==> src/rtl/mod_exp_seq.sv <==
// Left-to-right square-and-multiply sequencer driving one shared fixed-latency
// modular multiplier; computes base^exp mod q (field inversion via exp = q-2).
module mod_exp_seq #(
  parameter int unsigned W       = 256,
  parameter int unsigned MUL_LAT = 3
) (
  input  logic         i_clk,
  input  logic         i_rst,
  input  logic         i_start,
  input  logic [W-1:0] i_base,
  input  logic [W-1:0] i_exp,
  output logic         o_busy,
  output logic         o_done,
  output logic [W-1:0] o_result,
  output logic [W-1:0] o_mul_a,
  output logic [W-1:0] o_mul_b,
  input  logic [W-1:0] i_mul_c
);

  localparam int unsigned CW = $clog2(W + 1);
  localparam int unsigned LW = (MUL_LAT > 1) ? $clog2(MUL_LAT) : 1;

  localparam logic [2:0] S_IDLE = 3'd0;
  localparam logic [2:0] S_SCAN = 3'd1;
  localparam logic [2:0] S_SQR  = 3'd2;
  localparam logic [2:0] S_MUL  = 3'd3;
  localparam logic [2:0] S_DONE = 3'd4;

  logic [2:0]    state, state_n;
  logic [W-1:0]  e_reg, e_n;
  logic [CW-1:0] bit_cnt, cnt_n;
  logic [LW-1:0] lat_cnt, lat_n;
  logic [W-1:0]  base_reg, base_n;
  logic [W-1:0]  r_reg, r_n;
  logic [W-1:0]  mul_a, mul_b;
  logic          lat_last;

  assign lat_last = (lat_cnt == LW'(MUL_LAT - 1));

  always_comb begin
    state_n = state;
    e_n     = e_reg;
    cnt_n   = bit_cnt;
    lat_n   = lat_cnt;
    base_n  = base_reg;
    r_n     = r_reg;
    case (state)
      S_IDLE: begin
        if (i_start) begin
          e_n     = i_exp;
          base_n  = i_base;
          cnt_n   = CW'(W);
          state_n = S_SCAN;
        end
      end
      S_SCAN: begin
        e_n   = e_reg << 1;
        cnt_n = bit_cnt - 1'b1;
        if (e_reg[W-1]) begin
          r_n     = base_reg;
          state_n = (cnt_n == '0) ? S_DONE : S_SQR;
        end else if (cnt_n == '0) begin
          r_n     = W'(1);
          state_n = S_DONE;
        end
      end
      S_SQR: begin
        if (lat_last) begin
          lat_n = '0;
          r_n   = i_mul_c;
          // A set bit is left in place so the MUL window consumes it.
          if (e_reg[W-1]) begin
            state_n = S_MUL;
          end else begin
            e_n     = e_reg << 1;
            cnt_n   = bit_cnt - 1'b1;
            state_n = (cnt_n == '0) ? S_DONE : S_SQR;
          end
        end else begin
          lat_n = lat_cnt + 1'b1;
        end
      end
      S_MUL: begin
        if (lat_last) begin
          lat_n   = '0;
          r_n     = i_mul_c;
          e_n     = e_reg << 1;
          cnt_n   = bit_cnt - 1'b1;
          state_n = (cnt_n == '0) ? S_DONE : S_SQR;
        end else begin
          lat_n = lat_cnt + 1'b1;
        end
      end
      S_DONE:  state_n = S_IDLE;
      default: state_n = S_IDLE;
    endcase
  end

  always_ff @(posedge i_clk) begin
    if (i_rst) begin
      state    <= S_IDLE;
      e_reg    <= '0;
      bit_cnt  <= '0;
      lat_cnt  <= '0;
      base_reg <= '0;
      r_reg    <= '0;
      mul_a    <= '0;
      mul_b    <= '0;
    end else begin
      state    <= state_n;
      e_reg    <= e_n;
      bit_cnt  <= cnt_n;
      lat_cnt  <= lat_n;
      base_reg <= base_n;
      r_reg    <= r_n;
      // Operands load from next-state values so they are valid, and held,
      // from the first cycle of each SQR/MUL window.
      mul_a    <= (state_n == S_SQR || state_n == S_MUL) ? r_n : '0;
      mul_b    <= (state_n == S_SQR) ? r_n : ((state_n == S_MUL) ? base_n : '0);
    end
  end

  assign o_busy   = (state != S_IDLE);
  assign o_done   = (state == S_DONE);
  assign o_result = r_reg;
  assign o_mul_a  = mul_a;
  assign o_mul_b  = mul_b;

endmodule
==> config.mk <==
export PLATFORM = sky130hd
export DESIGN_NAME = mod_exp_seq
export DESIGN_NICKNAME = d
export VERILOG_FILES = /design/src/rtl/mod_exp_seq.sv
export SDC_FILE = /design/constraint.sdc
export NUM_CORES = 2
export LEC_CHECK = 0
export BUFFER_PORTS_ARGS = -buffer_cell sky130_fd_sc_hd__buf_4
export CAP_MARGIN = 20
export CORE_AREA = 5 5 599 601
export CTS_CLUSTER_SIZE = 20
export DETAILED_ROUTE_END_ITERATION = 10
export DIE_AREA = 0 0 604 606
export HOLD_SLACK_MARGIN = 0.03
export PLACE_DENSITY = 0.36
export SLEW_MARGIN = 0
export SYNTH_ARGS = -nofsm -noshare
export SYNTH_HDL_FRONTEND = slang
export SYNTH_SLANG_ARGS = --single-unit
export TNS_END_PERCENT = 50
==> constraint.sdc <==
create_clock -name i_clk -period 2.9 [get_ports i_clk]
set_clock_uncertainty 0.2 [all_clocks]
set_input_delay 0.145 -clock i_clk [delete_from_list [all_inputs] [get_ports i_clk]]
set_output_delay 0.145 -clock i_clk [all_outputs]
set_load 0.02 [all_outputs]
==> reports/summary.txt <==
antenna violations before repair - 81
Detailed Route WL - 347000 um
hold path cells - 4
CP endpoint kind - flop
WL met3 - 23500 um
Max VDD drop - 0.000355 V
layout cells sized above 1 - 29.3%
Num Clock Sinks - 1294
failing checks - negative setup slack
die width - 604 um
clock latency on the worst-skew pair - 0.85 ns
CTS max path bufs - 4
synthesized instance count - 4916
fill count - 38024
status - finished, violations left
largest net degree at the start of global routing - 115
HPWL Detailed - 255000 um
vias in the first global route - 53024
hold path start - i_base[159]
cell area after synthesis - 0.0449 mm^2
met1 WL - 131000 um
Int Pwr - 36000 uW
clock power share - 42.8%
CTS Buf Count - 165
Mapped Nets - 5689
reg-to-reg setup timing slack - -0.21 ns
CTS tree - done
HP Class - in2reg
Critical Path AT - 3.65 ns
Pleak - 0.0365 uW
MaxCap Viol Count - 0
global-route wire length before repair - 452000 um
Worst slew margin - 44.2%
Inst Count DP - 11058
chip height - 606 um
Starting Density - 12.8%
Post-synth EDFFs - 0
unrepaired setup endpoints after global routing - yes
Async SR Flop Fraction - 0%
Placer Congestion - 0.913
Synth cell types - 49
Syn Area/Cell - 9.14 um^2
Fin. Hold Viols - 0
Sequential Power Share - 38.3%
Tot Pwr - 50700 uW
pre-CTS setup slack - -0.472 ns
Critical Path RT - 3.44 ns
port bufs - 1540
via density per instance - 4.04
final setup fails - 545
drc violations - 0
site row count - 218
Tightest Pin Transition - 0.829 ns
number of H-tree levels - 4
crit path cell chain - buf_6 > or4_4 > a21oi_4 > o32ai_4 > a311o_2 > or3_4 > buf_12 > clkbuf_16 > o22ai_1
Power Dens Cells - 572 mW/mm^2
Yosys reg bits - 1294
slowest cell delay on critical path - 0.56 ns
Non-Filler Instances - 12994
Tot GR Track Use - 17.4%
CP max FO - 8
I/O Pins - 1541
FMAX - 322 MHz
grt ovf - 0
Die ar. - 0.366 mm^2
drt wl/cell - 26.7 um
Startpoint Class - flop
min Tclk post-route - 3.11 ns
CTS clock-pin slew for the worst setup and hold paths - 0.06 ns
critical path class - reg2reg
slowest stage cell on the critical path - or4_4
nets - 8865
Net Sw Frac - 29.0%
final-report max-slew violation count - 0
Iter 0 DRT Violations - 3751
cell chosen for the clock root - clkbuf_16
Routed Antenna Nets - 0
ys flop type - dfxtp_1
top layer reached by signal wires - met5
final worst slack - -0.207 ns
post-placement cell area - 0.0644 mm^2
DRT Pass-1 Iters - 6
combinational power share - 19.0%
Via Count - 52438
Switching Power - 14700 uW
design area - 0.0886 mm^2
r2r endpoint - o_mul_b[238]$_SDFF_PP0_
r2r worst-path depth - 9
sequential cell area fraction in the yosys report - 57.7%
routed length on met2 - 171000 um
synthesis-to-layout area growth - 97.2%
Worst Setup SP - bit_cnt[1]$_SDFFE_PP0P_
core area - 0.352 mm^2
Synth Warn # - 0
FF-to-FF Start - bit_cnt[1]$_SDFFE_PP0P_
crit share post-route - 107%
worst hold endpoint - base_reg[159]$_SDFF_PP0_
stage by stage:
stage	setup TNS [ns]	utilization (%)	hold slack, ns
2_1_floorplan	0	-	0.0952
3_3_place_gp	-137.43	18.3	0.196
3_5_place_dp	-138.13	18.3	0.205
4_1_cts	-56.13	24.6	0.0314
5_1_grt	-137.17	25.1	0.0535
6_report	-43.39	25.2	0.0878
critical path: cells and delay by family (launching register included):
| kind | cells | cell delay, ns |
|---|---|---|
| buffers and inverters | 3 | 0.52 |
| flip-flops | 1 | 0.33 |
| AO/OA/AOI/OAI | 4 | 0.92 |
| AND/OR/NAND/NOR | 2 | 0.96 |
power groups by stage:
stage	clock network, uW	logic, uW	registers (uW)
after detailed placement	0	7010	19700
final	21700	9620	19400
after CTS	22400	9220	19400
after global routing	23000	10300	19500
after global placement	0	6960	19700
after floorplan	0	3230	19700
worst max path at each step:
stage | slack [ns] | end
5_1_grt | -0.29 | o_mul_b[80]$_SDFF_PP0_
2_1_floorplan | 0.01 | o_mul_b[199]$_SDFF_PP0_
3_5_place_dp | -0.47 | o_mul_a[254]$_SDFF_PP0_
3_3_place_gp | -0.49 | o_mul_a[254]$_SDFF_PP0_
6_report | -0.21 | o_mul_b[238]$_SDFF_PP0_
4_1_cts | -0.22 | o_mul_b[34]$_SDFF_PP0_
cells in the mapped netlist (5+ instances only):
library cell | instances | area [um^2]
o22ai_1 | 88 | 551
nor3_1 | 261 | 1310
a22o_1 | 255 | 2230
nand2_1 | 680 | 2550
a221oi_1 | 342 | 3000
a21oi_1 | 348 | 1740
nand2b_1 | 5 | 31.3
nor2_1 | 876 | 3290
buf_2 | 19 | 95.1
buf_1 | 30 | 113
inv_1 | 6 | 22.5
clkbuf_1 | 398 | 1490
o21ai_0 | 10 | 50.1
dfxtp_1 | 1294 | 25900
a22oi_1 | 168 | 1260
mux2i_1 | 89 | 891
what timing repair did:
item,in CTS,in global routing
hold buffers,1539,0
cloned,11,25
resized for setup,130,221
endpoints found under the setup margin,763,776
pin swaps,35,77
endpoints found under the hold margin,1292,0
buffers inserted,19,9
cells by family (layout without fill, tap and decap cells):
logic type                 count (synthesis)  in the layout  synth area share [%]
AOI/OAI and AO/OA                       1226           1226                  20.0
xor gates and xnor gates                   2              2                0.0390
adders and majority gates                  2              2                0.0557
buffers and inverters                    456           3759                  3.90
DFF                                     1294           1294                  57.7
muxes                                     89             89                  1.98
other                                      0             45                     0
and+or+nand+nor                         1847           1847                  16.4
final cells by class:
type,count,area [um^2],share of cell area [%]
Multi-Input combinational cell,3166,19100,21.5
Inverter,6,22.5,0.0254
Timing Repair Buffer,3459,32000,36.1
Sequential cell,1294,25900,29.2
Tap cell,4730,5920,6.68
Antenna cell,45,113,0.127
Clock inverter,66,875,0.987
Clock buffer,228,4730,5.33
metal layers:
layer	up-vias	GRT usage, %
li1	23902	-
met1	25964	19.8
met2	2008	30.6
met3	530	4.10
met4	34	8.57
met5	-	0
placed cells by master, fill, tap and decap left out, types with 3 or more instances in the layout:
cell / netlist / routed
buf_12: 0 / 86
a22o_1: 255 / 255
buf_16: 0 / 25
clkbuf_16: 0 / 189
buf_6: 2 / 18
nor2_2: 0 / 6
dlygate4sd3_1: 0 / 1539
dfxtp_1: 1294 / 1293
buf_4: 1 / 1756
a221oi_4: 0 / 25
a21oi_2: 1 / 21
nor2_4: 0 / 7
inv_6: 0 / 3
clkinv_2: 0 / 25
clkinv_4: 0 / 3
o22ai_4: 0 / 10
a21oi_4: 0 / 28
o22ai_1: 88 / 31
o22ai_2: 0 / 47
bufinv_16: 0 / 14
clkinv_8: 0 / 8
buf_8: 0 / 11
nand2b_1: 5 / 5
nand2_1: 680 / 679
nand3_1: 3 / 3
inv_1: 6 / 4
diode_2: 0 / 45
clkbuf_8: 0 / 36
clkinvlp_4: 0 / 10
o21ai_0: 10 / 9
a22oi_1: 168 / 168
nor3_1: 261 / 261
a221oi_2: 0 / 56
clkbuf_1: 398 / 27
mux2i_1: 89 / 89
a21oi_1: 348 / 300
a221oi_1: 342 / 261
nor4_1: 4 / 3
nor2_1: 876 / 863
No activity file was read; power rests on OpenSTA's default activity.
